===== config.mk =====
export PLATFORM = sky130hd
export DESIGN_NAME = alt_vipvfr131_vfr_bank_scheduler_flat
export DESIGN_NICKNAME = d
export VERILOG_FILES = /design/src/rtl/alt_vipvfr131_vfr_bank_scheduler_if.sv /design/src/rtl/alt_vipvfr131_vfr_bank_scheduler.sv /design/src/flat_wrapper.sv
export SDC_FILE = /design/constraint.sdc
export NUM_CORES = 1
export LEC_CHECK = 0
export BUFFER_PORTS_ARGS = -buffer_cell sky130_fd_sc_hd__buf_2
export CAP_MARGIN = 5
export CORE_ASPECT_RATIO = 0.5
export CORE_MARGIN = 2
export CORE_UTILIZATION = 53
export DETAILED_ROUTE_END_ITERATION = 7
export PLACE_DENSITY = 0.79
export SLEW_MARGIN = 25
export SYNTH_ARGS = -nofsm -noshare
export SYNTH_HDL_FRONTEND = slang
export SYNTH_SLANG_ARGS = --single-unit

===== constraint.sdc =====
create_clock -name clock -period 2.07 [get_ports clock]
set_clock_uncertainty 0.1 [all_clocks]
set_input_delay 0.207 -clock clock [delete_from_list [all_inputs] [get_ports clock]]
set_output_delay 0.207 -clock clock [all_outputs]
set_load 0.01 [all_outputs]

===== src/rtl/alt_vipvfr131_vfr_bank_scheduler_if.sv =====
// Handshake bundle between the bank scheduler, the frame writer, the frame-reader
// controller and the status registers.
interface alt_vipvfr131_vfr_bank_scheduler_if #(
  parameter int unsigned COUNT_WIDTH = 16
) ();
  logic                   enable;
  logic                   writer_done;
  logic                   writer_bank;
  logic                   go_bit;
  logic                   next_bank;
  logic                   running;
  logic                   frame_complete;
  logic                   busy;
  logic [COUNT_WIDTH-1:0] frame_count;
  logic [COUNT_WIDTH-1:0] repeat_count;
  logic [COUNT_WIDTH-1:0] drop_count;
  logic                   timeout;

  modport slave (
    input  enable, writer_done, running, frame_complete,
    output writer_bank, go_bit, next_bank, busy, frame_count, repeat_count, drop_count,
           timeout
  );

  modport master (
    output enable, writer_done, running, frame_complete,
    input  writer_bank, go_bit, next_bank, busy, frame_count, repeat_count, drop_count,
           timeout
  );
endinterface


===== src/rtl/alt_vipvfr131_vfr_bank_scheduler.sv =====
// Double-buffer bank scheduler for the frame reader: swaps banks when a frame is ready,
// repeats otherwise. Optional watchdog enabled by ALT_VIPVFR_SCHED_TIMEOUT_EN.
module alt_vipvfr131_vfr_bank_scheduler #(
  parameter int unsigned COUNT_WIDTH    = 16,
  parameter int unsigned TIMEOUT_CYCLES = 32'd1 << 24
) (
  input logic                                  clock,
  input logic                                  reset_n,
  alt_vipvfr131_vfr_bank_scheduler_if.slave    bus
);

  typedef enum logic [1:0] {StIdle, StIssue, StActive} state_e;

  state_e                 state_q, state_d;
  logic                   go_bit_q, go_bit_d;
  logic                   next_bank_q, next_bank_d;
  logic                   writer_bank_q, writer_bank_d;
  logic                   pending_q, pending_d;
  logic                   have_valid_q, have_valid_d;
  logic                   busy_q, busy_d;
  logic [COUNT_WIDTH-1:0] frame_count_q, frame_count_d;
  logic [COUNT_WIDTH-1:0] repeat_count_q, repeat_count_d;
  logic [COUNT_WIDTH-1:0] drop_count_q, drop_count_d;
  logic                   swap;
  logic                   wd_expire;

`ifdef ALT_VIPVFR_SCHED_TIMEOUT_EN
  logic [31:0] wd_q, wd_d;
  logic        timeout_q, timeout_d;

  assign wd_expire = (state_q != StIdle) && (wd_q == TIMEOUT_CYCLES - 32'd1);
`else
  assign wd_expire = 1'b0;
`endif

  always_comb begin
    state_d        = state_q;
    go_bit_d       = go_bit_q;
    next_bank_d    = next_bank_q;
    writer_bank_d  = writer_bank_q;
    have_valid_d   = have_valid_q;
    frame_count_d  = frame_count_q;
    repeat_count_d = repeat_count_q;
    drop_count_d   = drop_count_q;
    swap           = 1'b0;

    // A new writer_done lands before any swap decided this cycle.
    pending_d = pending_q | bus.writer_done;
    if (bus.writer_done && pending_q) drop_count_d = drop_count_q + COUNT_WIDTH'(1);

    if (wd_expire) begin
      go_bit_d = 1'b0;
      state_d  = StIdle;
    end else begin
      unique case (state_q)
        StIdle: begin
          go_bit_d = 1'b0;
          if (bus.enable && (pending_d || have_valid_q)) begin
            swap     = pending_d;
            go_bit_d = 1'b1;
            state_d  = StIssue;
          end
        end
        StIssue: begin
          if (bus.running) begin
            go_bit_d = 1'b0;
            state_d  = StActive;
          end
        end
        StActive: begin
          if (bus.frame_complete) begin
            frame_count_d = frame_count_q + COUNT_WIDTH'(1);
            if (bus.enable) begin
              if (pending_d) swap = 1'b1;
              else repeat_count_d = repeat_count_q + COUNT_WIDTH'(1);
              go_bit_d = 1'b1;
              state_d  = StIssue;
            end else begin
              // Swap is deferred; pending survives until the next start from idle.
              state_d = StIdle;
            end
          end
        end
        default: begin
          go_bit_d = 1'b0;
          state_d  = StIdle;
        end
      endcase
    end

    if (swap) begin
      next_bank_d   = writer_bank_q;
      writer_bank_d = ~writer_bank_q;
      pending_d     = 1'b0;
      have_valid_d  = 1'b1;
    end

    busy_d = (state_d != StIdle);
  end

`ifdef ALT_VIPVFR_SCHED_TIMEOUT_EN
  always_comb begin
    timeout_d = timeout_q | wd_expire;
    wd_d      = ((state_d == state_q) && (state_q != StIdle)) ? wd_q + 32'd1 : 32'd0;
  end

  always_ff @(posedge clock or negedge reset_n) begin
    if (!reset_n) begin
      wd_q      <= '0;
      timeout_q <= 1'b0;
    end else begin
      wd_q      <= wd_d;
      timeout_q <= timeout_d;
    end
  end

  assign bus.timeout = timeout_q;
`else
  assign bus.timeout = 1'b0;
`endif

  always_ff @(posedge clock or negedge reset_n) begin
    if (!reset_n) begin
      state_q        <= StIdle;
      go_bit_q       <= 1'b0;
      next_bank_q    <= 1'b0;
      writer_bank_q  <= 1'b0;
      pending_q      <= 1'b0;
      have_valid_q   <= 1'b0;
      busy_q         <= 1'b0;
      frame_count_q  <= '0;
      repeat_count_q <= '0;
      drop_count_q   <= '0;
    end else begin
      state_q        <= state_d;
      go_bit_q       <= go_bit_d;
      next_bank_q    <= next_bank_d;
      writer_bank_q  <= writer_bank_d;
      pending_q      <= pending_d;
      have_valid_q   <= have_valid_d;
      busy_q         <= busy_d;
      frame_count_q  <= frame_count_d;
      repeat_count_q <= repeat_count_d;
      drop_count_q   <= drop_count_d;
    end
  end

  assign bus.go_bit       = go_bit_q;
  assign bus.next_bank    = next_bank_q;
  assign bus.writer_bank  = writer_bank_q;
  assign bus.busy         = busy_q;
  assign bus.frame_count  = frame_count_q;
  assign bus.repeat_count = repeat_count_q;
  assign bus.drop_count   = drop_count_q;

endmodule

===== src/flat_wrapper.sv =====
// flat-port wrapper written by rule: the top's interface ports become plain ports
module alt_vipvfr131_vfr_bank_scheduler_flat 
#(
  parameter int unsigned COUNT_WIDTH    = 16,
  parameter int unsigned TIMEOUT_CYCLES = 32'd1 << 24
)
  (clock, reset_n, bus_enable, bus_writer_done, bus_running, bus_frame_complete, bus_writer_bank, bus_go_bit, bus_next_bank, bus_busy, bus_frame_count, bus_repeat_count, bus_drop_count, bus_timeout);
  alt_vipvfr131_vfr_bank_scheduler_if #(.COUNT_WIDTH(COUNT_WIDTH)) bus_i ();
  input logic clock;
  input logic reset_n;
  input wire logic [$bits(bus_i.enable)-1:0] bus_enable;
  input wire logic [$bits(bus_i.writer_done)-1:0] bus_writer_done;
  input wire logic [$bits(bus_i.running)-1:0] bus_running;
  input wire logic [$bits(bus_i.frame_complete)-1:0] bus_frame_complete;
  output wire logic [$bits(bus_i.writer_bank)-1:0] bus_writer_bank;
  output wire logic [$bits(bus_i.go_bit)-1:0] bus_go_bit;
  output wire logic [$bits(bus_i.next_bank)-1:0] bus_next_bank;
  output wire logic [$bits(bus_i.busy)-1:0] bus_busy;
  output wire logic [$bits(bus_i.frame_count)-1:0] bus_frame_count;
  output wire logic [$bits(bus_i.repeat_count)-1:0] bus_repeat_count;
  output wire logic [$bits(bus_i.drop_count)-1:0] bus_drop_count;
  output wire logic [$bits(bus_i.timeout)-1:0] bus_timeout;
  assign bus_i.enable = bus_enable;
  assign bus_i.writer_done = bus_writer_done;
  assign bus_i.running = bus_running;
  assign bus_i.frame_complete = bus_frame_complete;
  assign bus_writer_bank = bus_i.writer_bank;
  assign bus_go_bit = bus_i.go_bit;
  assign bus_next_bank = bus_i.next_bank;
  assign bus_busy = bus_i.busy;
  assign bus_frame_count = bus_i.frame_count;
  assign bus_repeat_count = bus_i.repeat_count;
  assign bus_drop_count = bus_i.drop_count;
  assign bus_timeout = bus_i.timeout;
  alt_vipvfr131_vfr_bank_scheduler #(.COUNT_WIDTH(COUNT_WIDTH), .TIMEOUT_CYCLES(TIMEOUT_CYCLES)) u_core (.clock(clock), .reset_n(reset_n), .bus(bus_i));
endmodule

==> flow_summary.json, run 1 <==
{
  "status": "completed",
  "insertion_delay_ns": 0.31,
  "required_ns": 2.16,
  "setup_violations": 0,
  "min_to": "u_core.state_q[1]",
  "diodes": 0,
  "reg2reg_to": "u_core.bus.repeat_count[1]",
  "use_met2_pct": 33.2,
  "synth-edff-count": 0,
  "min_path_type": "in -> reg",
  "fin_crit_sh_pct": 81.5,
  "postPlaceCellArea_mm2": 0.00289,
  "fp.dieW_um": 101,
  "hpwl_um": 3460,
  "core_area_mm2": 0.00449,
  "synth_fp_nets": 228,
  "clk_pin_slew_ns": 0.09,
  "ys_ff_latch": 56,
  "antenna_found_initial": 0,
  "timing.fmax_mhz": 592,
  "die_h_um": 52.7,
  "worstSetupPathType": "reg -> reg",
  "p_clk_share_pct": 26.9,
  "drt-initial-drc-count": 56,
  "synthCells": 219,
  "whs_path_depth": 3,
  "drt_wl_total_um": 4720,
  "synthFlopType": "dfrtp_1",
  "cts_buffers": 5,
  "hold_viol": 0,
  "ir_drop_uv": 435,
  "use_met1_pct": 24.3,
  "end_kind": "flop",
  "r2r_slack_ns": 0.38,
  "first_pass_iters": 4,
  "met3_usage_pct": 5.07,
  "tns_ns": 0,
  "gr-max-usage-layer": "met2",
  "power.total_uw": 2880,
  "grt_usage_pct": 19.1,
  "ant_nets": 0,
  "setup.worst_path.start": "u_core.state_q[0]",
  "fin_crit_ns": 1.69,
  "min_from": "bus_running",
  "netlist-cell-type-count": 32,
  "p_seq_share_pct": 51.9,
  "synth.avg_cell_area_um2": 11.5,
  "p_sw_uw": 894,
  "netlist_area_mm2": 0.00251,
  "portBuffers": 57,
  "cts_tree": "yes",
  "h-tree-depth": 2,
  "avgRoutedWirePerCell_um": 13.5,
  "r2r_start": "u_core.state_q[0]",
  "grt_pass1_wl_um": 7800,
  "rsz0062_at_grt": "no",
  "worst_ep_arrival_time_ns": 1.78,
  "maxCapViolations": 0,
  "reg2reg_depth": 3,
  "start_kind": "flop",
  "row_count": 17,
  "ioPinCount": 59,
  "switching_share_pct": 31.1,
  "drive_above_1_share_pct": 26.8,
  "grt_start_max_net_pins": 26,
  "p_int_uw": 1980,
  "design.die.area_mm2": 0.00534,
  "globalRouteOverflowTotal": 0,
  "clk_path_buf_depth": 2,
  "yosysWarnings": 0,
  "grt_pass1_vias": 1712,
  "leakagePower_uw": 0.00154,
  "n_fill_cell": 339,
  "postLayoutCellArea_mm2": 0.00302,
  "p_per_area_mw_per_mm2": 952,
  "slew_violations": 0,
  "cts.sinks": 56,
  "clock_tree.root_cell": "clkbuf_8",
  "place_congestion": 0.838,
  "start_util_pct": 56.0,
  "via_per_inst": 5.14,
  "synthArstFlopShare_pct": 100,
  "crit_fanout": 8,
  "yosysSeqAreaShare_pct": 55.8,
  "cts_resized": 0,
  "num_vias": 1799,
  "syn_to_final_growth_pct": 20.4,
  "pwr-share-comb_pct": 21.3,
  "drc": 0,
  "fin_nets": 292
}
[synthesized netlist by cell type, types with 2 or more instances]
cell | n | share of area (%)
a211o_1 | 2 | 0.70
a21oi_1 | 2 | 0.40
and3_1 | 5 | 1.2
and4_1 | 4 | 1.4
buf_4 | 2 | 0.60
dfrtp_1 | 56 | 56
ha_1 | 3 | 1.5
inv_1 | 7 | 1.0
mux2_2 | 2 | 0.90
nand2_1 | 20 | 3.0
nand3_1 | 21 | 4.2
nand4_1 | 11 | 2.7
nor2_1 | 13 | 1.9
nor3_1 | 8 | 1.6
nor4_2 | 2 | 1.0
xnor2_1 | 31 | 11
xor2_1 | 15 | 5.2
[power groups by stage]
stage	combinational, uW	clock, uW	sequential, uW
2_1_floorplan	334	0	1520
3_3_place_gp	594	0	1490
3_5_place_dp	613	0	1510
4_1_cts	621	788	1490
5_1_grt	680	828	1530
6_report	612	773	1490
[flip-flops by register name (all words and copies together) (netlist names)]
register	flops
u_core.bus.go_bit	1
u_core.bus.frame_count	16
u_core.bus.next_bank	1
u_core.state_q	2
u_core.bus.repeat_count	16
u_core.bus.drop_count	16
u_core.bus.busy	1
u_core.have_valid_q	1
u_core.bus.writer_bank	1
u_core.pending_q	1
[worst max path at each step]
stage | end | slack, ns
after floorplan | u_core.bus.repeat_count[1] | 0.49
after global placement | u_core.bus.repeat_count[1] | 0.45
after detailed placement | u_core.bus.repeat_count[1] | 0.40
after CTS | u_core.bus.repeat_count[1] | 0.38
after global routing | u_core.bus.next_bank | 0.22
final | u_core.bus.repeat_count[1] | 0.38
[cell type report]
cell class / count / area, um^2 / share of cell area (%)
repair buffers: 60 / 323 / 10.7
inverters: 7 / 26.3 / 0.869
well taps: 66 / 82.6 / 2.73
multi-input cells: 153 / 1060 / 35.2
flip-flops and latches: 56 / 1400 / 46.3
clock inverters: 1 / 30.0 / 0.993
clock buffers: 7 / 96.3 / 3.19
[worst max-delay path, cell delays in order (launching register included)]
cell and delay, ns:
dfrtp_1 0.47, and4b_4 0.39, and2_1 0.27, mux2_1 0.35
[metrics by stage]
| stage | worst slack (ns) | hold WS, ns | utilization (%) | instances |
|---|---|---|---|---|
| 6_report | 0.382 | 0.0646 | 67.4 | 350 |
| 5_1_grt | 0.219 | 0.0626 | 67.4 | 350 |
| 3_3_place_gp | 0.446 | 0.0630 | 64.3 | 341 |
| 2_1_floorplan | 0.488 | -0.189 | - | 219 |
| 4_1_cts | 0.377 | 0.0570 | 67.4 | 350 |
| 3_5_place_dp | 0.398 | 0.0707 | 64.3 | 341 |
[placed cells by master, fill, tap and decap left out, types with 2 or more instances in the layout]
| master | count |
|---|---|
| nor3_1 | 8 |
| xnor2_1 | 31 |
| inv_1 | 7 |
| xor2_1 | 15 |
| buf_2 | 57 |
| ha_1 | 3 |
| nand3_1 | 21 |
| dfrtp_1 | 56 |
| and3_1 | 5 |
| nor4_2 | 2 |
| mux2_2 | 2 |
| a21oi_1 | 2 |
| nand2_1 | 20 |
| nor2_1 | 13 |
| and4_1 | 4 |
| nand4_1 | 11 |
| clkbuf_8 | 7 |
| a211o_1 | 2 |
[cell families after synthesis]
kind of cell               count (synthesis)  share of synthesized area, %
other                                      1                         0.149
and+or+nand+nor                           93                          21.4
AOI/OAI and AO/OA                          7                          1.94
buffers and inverters                     10                          1.84
muxes                                      3                          1.34
xor gates and xnor gates                  46                          16.0
adders and majority gates                  3                          1.49
DFF                                       56                          55.8
[metal layers]
metal,up-vias,wire (um)
li1,877,-
met1,885,2160
met2,33,2330
met3,4,187
met4,0,37
met5,-,0
[repair_timing]
action	CTS	global route
buffers inserted	0	0
hold endpoints to repair	16	0
endpoints found under the setup margin	0	0
hold buffers	1	0
Power figures use the tool's default switching activity.
==> run 2: changes to the inputs <==
- clock period: 2.07 -> 1.77 ns (I/O delays scaled with it)
==> flow_summary.json, run 2 (synthesis results as in run 1) <==
{
  "status": "completed",
  "worst_ep_arrival_time_ns": 1.81,
  "setup_violations": 0,
  "slew_violations": 0,
  "p_per_area_mw_per_mm2": 1050,
  "fp.dieW_um": 101,
  "fin_nets": 292,
  "hpwl_um": 3420,
  "whs_path_depth": 2,
  "syn_to_final_growth_pct": 20.6,
  "start_util_pct": 56.0,
  "grt_pass1_wl_um": 7920,
  "drive_above_1_share_pct": 28.5,
  "postLayoutCellArea_mm2": 0.00303,
  "globalRouteOverflowTotal": 0,
  "ant_nets": 0,
  "ir_drop_uv": 410,
  "diodes": 0,
  "drt_wl_total_um": 4790,
  "r2r_slack_ns": 0.09,
  "min_path_type": "in -> reg",
  "n_fill_cell": 350,
  "postPlaceCellArea_mm2": 0.00289,
  "first_pass_iters": 4,
  "leakagePower_uw": 0.00156,
  "tns_ns": 0,
  "die_h_um": 52.7,
  "cts_setup_buffers": 0,
  "required_ns": 1.90,
  "clock_tree.root_cell": "clkbuf_8",
  "hold_viol": 0,
  "crit_fanout": 9,
  "place_congestion": 0.777,
  "antenna_found_initial": 0,
  "clk_pin_slew_ns": 0.09,
  "ioPinCount": 59,
  "fin_crit_ns": 1.68,
  "avgRoutedWirePerCell_um": 13.7,
  "grt_pass1_vias": 1738,
  "num_vias": 1807,
  "portBuffers": 57,
  "maxCapViolations": 0,
  "grt_usage_pct": 19.5,
  "final_common_cell": "buf_2",
  "drt-initial-drc-count": 31,
  "fin_crit_sh_pct": 94.9,
  "cts.sinks": 56,
  "timing.fmax_mhz": 595,
  "clk_path_buf_depth": 2,
  "design.die.area_mm2": 0.00534,
  "mostFrequentLayoutCells": "57 x buf_2, 55 x dfrtp_1, 31 x xnor2_1",
  "cts_tree": "yes",
  "reg2reg_depth": 4,
  "end_kind": "flop",
  "cts_buffers": 5,
  "worstSetupPathType": "reg -> reg",
  "grt_start_max_net_pins": 57,
  "core_area_mm2": 0.00449,
  "row_count": 17,
  "h-tree-depth": 2,
  "insertion_delay_ns": 0.30,
  "via_per_inst": 5.16,
  "drc": 0,
  "start_kind": "flop"
}
## run 2: final timing paths
| check | from | endpoint |
|---|---|---|
| hold reg to reg | u_core.bus.frame_count[15] | u_core.bus.frame_count[15] |
| setup reg to reg | u_core.state_q[1] | u_core.bus.repeat_count[13] |
| setup / recovery | u_core.state_q[1] | u_core.bus.repeat_count[13] |
| hold / removal | bus_enable | u_core.pending_q |
| max in group asynchronous | reset_n | u_core.state_q[0] |
| min in group asynchronous | reset_n | u_core.bus.repeat_count[0] |
## run 2: cell type report
| class | instances | area, um^2 | share of cell area (%) |
|---|---|---|---|
| flip-flops and latches | 56 | 1400 | 46.3 |
| multi-input cells | 153 | 1110 | 36.5 |
| repair buffers | 60 | 323 | 10.7 |
| clock buffers | 8 | 90.1 | 2.97 |
| well taps | 66 | 82.6 | 2.73 |
| inverters | 7 | 26.3 | 0.867 |
## run 2: worst max-delay path, cell delays in order (launching register included)
cell	delay, ns
dfrtp_1	0.52
and4b_4	0.31
nand4_4	0.23
nor4_4	0.29
xor2_1	0.16
## run 2: stage by stage
stage	hold WS [ns]	instances	setup slack, ns	total power (uW)	utilization, %
finish	0.0439	350	0.0906	3170	67.5
global route	0.0497	350	-0.0137	3360	67.5
global placement	0.0926	341	0.145	2450	64.3
detailed placement	0.103	341	0.0737	2480	64.3
floorplan	-0.219	219	0.188	2170	-
CTS	0.0374	350	0.0622	3200	66.6
## run 2: layer usage
metal	track usage, %	vias up	wire, um
met1	24.9	891	2240
met3	4.40	7	129
li1	-	880	-
met5	0	-	0
met2	34.0	29	2380
met4	5.41	0	51
## run 2: what timing repair did
action	4_1_cts	5_1_grt
setup endpoints to repair	0	8
hold buffers	1	0
endpoints found under the hold margin	56	0
resized for setup	0	9
## run 2: where the power goes
part	switching, uW	internal (uW)
combinational	369	349
sequential	263	1480
clock	390	320
total	1020	2150
==> run 3: changes to the inputs <==
- ABC_AREA: default -> 1
- CORE_UTILIZATION: 53 -> 45
- PLACE_DENSITY: 0.79 -> 0.68
==> flow_summary.json, run 3 <==
{
  "ioPinCount": 59,
  "syn_to_final_growth_pct": 19.8,
  "p_per_area_mw_per_mm2": 1030,
  "ant_nets": 0,
  "min_path_type": "in -> reg",
  "clk_pin_slew_ns": 0.07,
  "cts_buffers": 5,
  "synth_top_family_by_area": "simple AND/OR/NAND/NOR gates",
  "status": "completed",
  "grt_usage_pct": 17.2,
  "rsz0062_at_grt": "no",
  "fin_crit_sh_pct": 88.0,
  "critPathBufInv": 0,
  "reg2reg_depth": 6,
  "whs_ns": 0.0425,
  "r2r_slack_ns": 0.21,
  "synth-compound-area-share_pct": 1.59,
  "design.die.area_mm2": 0.00679,
  "power.total_uw": 3390,
  "synthFlopType": "dfrtp_1",
  "cp.depth": 6,
  "reg2reg_to": "u_core.bus.repeat_count[13]",
  "globalRouteOverflowTotal": 0,
  "worst_slew_pin_slew_ns": 0.594,
  "die_h_um": 59.3,
  "fin_nets": 392,
  "synth_area_leader_cell": "dfrtp_1",
  "synth_xor_area_share_pct": 10.8,
  "fin_crit_ns": 1.56,
  "switching_share_pct": 31.7,
  "netlist-cell-type-count": 24,
  "yosysSeqAreaShare_pct": 50.9,
  "avgRoutedWirePerCell_um": 11.8,
  "path_cells": "nor2_2 > nand2_1 > nor2_4 > nand3_2 > o21ai_0 > nand2_1",
  "postPlaceCellArea_mm2": 0.00316,
  "synthAdderAreaFrac_pct": 1.36,
  "cp-endpoint": "u_core.bus.repeat_count[13]",
  "synthArstFlopShare_pct": 100,
  "maxCapViolations": 0,
  "cts_tree": "yes",
  "final_common_cell": "nand2_1",
  "clock_tree.root_cell": "clkbuf_16",
  "crit_fanout": 10,
  "drt_wl_total_um": 5420,
  "grt_start_max_net_pins": 26,
  "cts_setup_buffers": 0,
  "worstSetupPathType": "reg -> reg",
  "synth_fp_nets": 325,
  "cts.sinks": 56,
  "synth.most_common_cell": "nand2_1",
  "cpMaxStageDelayCell": "dfrtp_1",
  "r2r_start": "u_core.pending_q",
  "h-tree-depth": 2,
  "end_kind": "flop",
  "required_ns": 1.85,
  "synth.top_cells.by_area": "dfrtp_1 51%, nand2_1 12%, xnor2_1 6.4%",
  "num_vias": 2243,
  "grt_pass1_vias": 2082,
  "tns_ns": 0,
  "setup_violations": 0,
  "first_pass_iters": 4,
  "grt_pass1_wl_um": 9260,
  "place_congestion": 0.880,
  "yosysWarnings": 0,
  "p_clk_share_pct": 27.1,
  "via_per_inst": 4.90,
  "slew_headroom_pct": 60.4,
  "drc": 0,
  "crit_top_cell": "nand2_1",
  "worst_ep_arrival_time_ns": 1.63,
  "muxShareOfSynthArea_pct": 0.409,
  "drt-initial-drc-count": 155,
  "cts_resized": 0,
  "synth-edff-count": 0,
  "netlist_area_mm2": 0.00275,
  "drive_above_1_share_pct": 21.3,
  "hold_viol": 0,
  "p_sw_uw": 1070,
  "p_seq_share_pct": 50.0,
  "postLayoutCellArea_mm2": 0.00330,
  "hpwl_um": 4120,
  "start_util_pct": 46.0,
  "cts_hold_buf": 1,
  "portBuffers": 57,
  "insertion_delay_ns": 0.29,
  "clk_path_buf_depth": 2,
  "path_delay_family": "simple AND/OR/NAND/NOR gates",
  "core_area_mm2": 0.00598,
  "fp.dieW_um": 115,
  "timing.fmax_mhz": 642,
  "ys_ff_latch": 56,
  "ir_drop_uv": 387,
  "start_kind": "flop",
  "antenna_found_initial": 0,
  "slew_violations": 0,
  "setup.worst_path.start": "u_core.pending_q",
  "synth.avg_cell_area_um2": 8.71,
  "row_count": 20,
  "leakagePower_uw": 0.00171,
  "p_int_uw": 2310,
  "slowest_delay_ns": 0.40,
  "synthCells": 316,
  "synth_top_area_share_pct": 50.9,
  "synth-simple-area-share_pct": 29.3,
  "yosys-top-cells-count": "88 x nand2_1, 56 x dfrtp_1, 36 x inv_1, 35 x nor2_1, 23 x nand3_1",
  "diodes": 0,
  "mostFrequentLayoutCells": "88 x nand2_1, 57 x buf_2, 56 x dfrtp_1",
  "pwr-share-comb_pct": 22.9
}
## run 3: changes by cell type in the layout (fill, tap and decap cells not counted), moves of 6 or more
cell	before	now
clkbuf_8	6	0
nor2_1	13	35
xnor2_1	31	20
nor2_4	0	6
nand2_1	20	88
inv_1	7	36
## run 3: final cells by class
type	instances	area [um^2]
Fill cell	541	2690
Timing Repair Buffer	61	330
Clock buffer	5	125
Multi-Input combinational cell	221	1200
Inverter	38	143
Tap cell	77	96.3
Sequential cell	56	1400
## run 3: how the worst min path moves through the flow
stage                     from                         to  depth (start not counted)
floorplan              reset_n            u_core.bus.busy                          0
global placement       reset_n  u_core.bus.frame_count[7]                          1
detailed placement     reset_n  u_core.bus.frame_count[6]                          1
CTS                 bus_enable           u_core.pending_q                          2
global route        bus_enable           u_core.pending_q                          2
finish              bus_enable           u_core.pending_q                          2
## run 3: per-layer routing
layer	GRT usage (%)	wire [um]
met4	5.23	57
met2	29.5	2600
met5	0	0
met3	4.29	186
met1	22.0	2570
## run 3: through the flow
stage / instances / setup WS [ns] / util, %
2_1_floorplan: 316 / 0.371 / -
3_3_place_gp: 452 / 0.269 / 52.8
3_5_place_dp: 452 / 0.206 / 52.8
4_1_cts: 458 / 0.192 / 55.1
5_1_grt: 458 / 0.0620 / 55.1
6_report: 458 / 0.213 / 55.1
## run 3: logic make-up after synthesis
group / Yosys count
other cells: 1
flops: 56
xor+xnor: 34
simple gates: 174
fa+ha+maj: 3
mux: 1
compound gates: 8
buf+inv: 39
## run 3: worst register-to-register path: stages, from the launching register on
cell	delay, ns
dfrtp_1	0.40
nor2_2	0.22
nand2_1	0.14
nor2_4	0.23
nand3_2	0.13
o21ai_0	0.17
nand2_1	0.07
## run 3: power by group through the flow
stage	Sequential [uW]	Clock, uW	Combinational [uW]
2_1_floorplan	1770	0	419
3_3_place_gp	1700	0	765
3_5_place_dp	1720	0	792
4_1_cts	1690	956	797
5_1_grt	1720	1000	876
6_report	1690	918	777
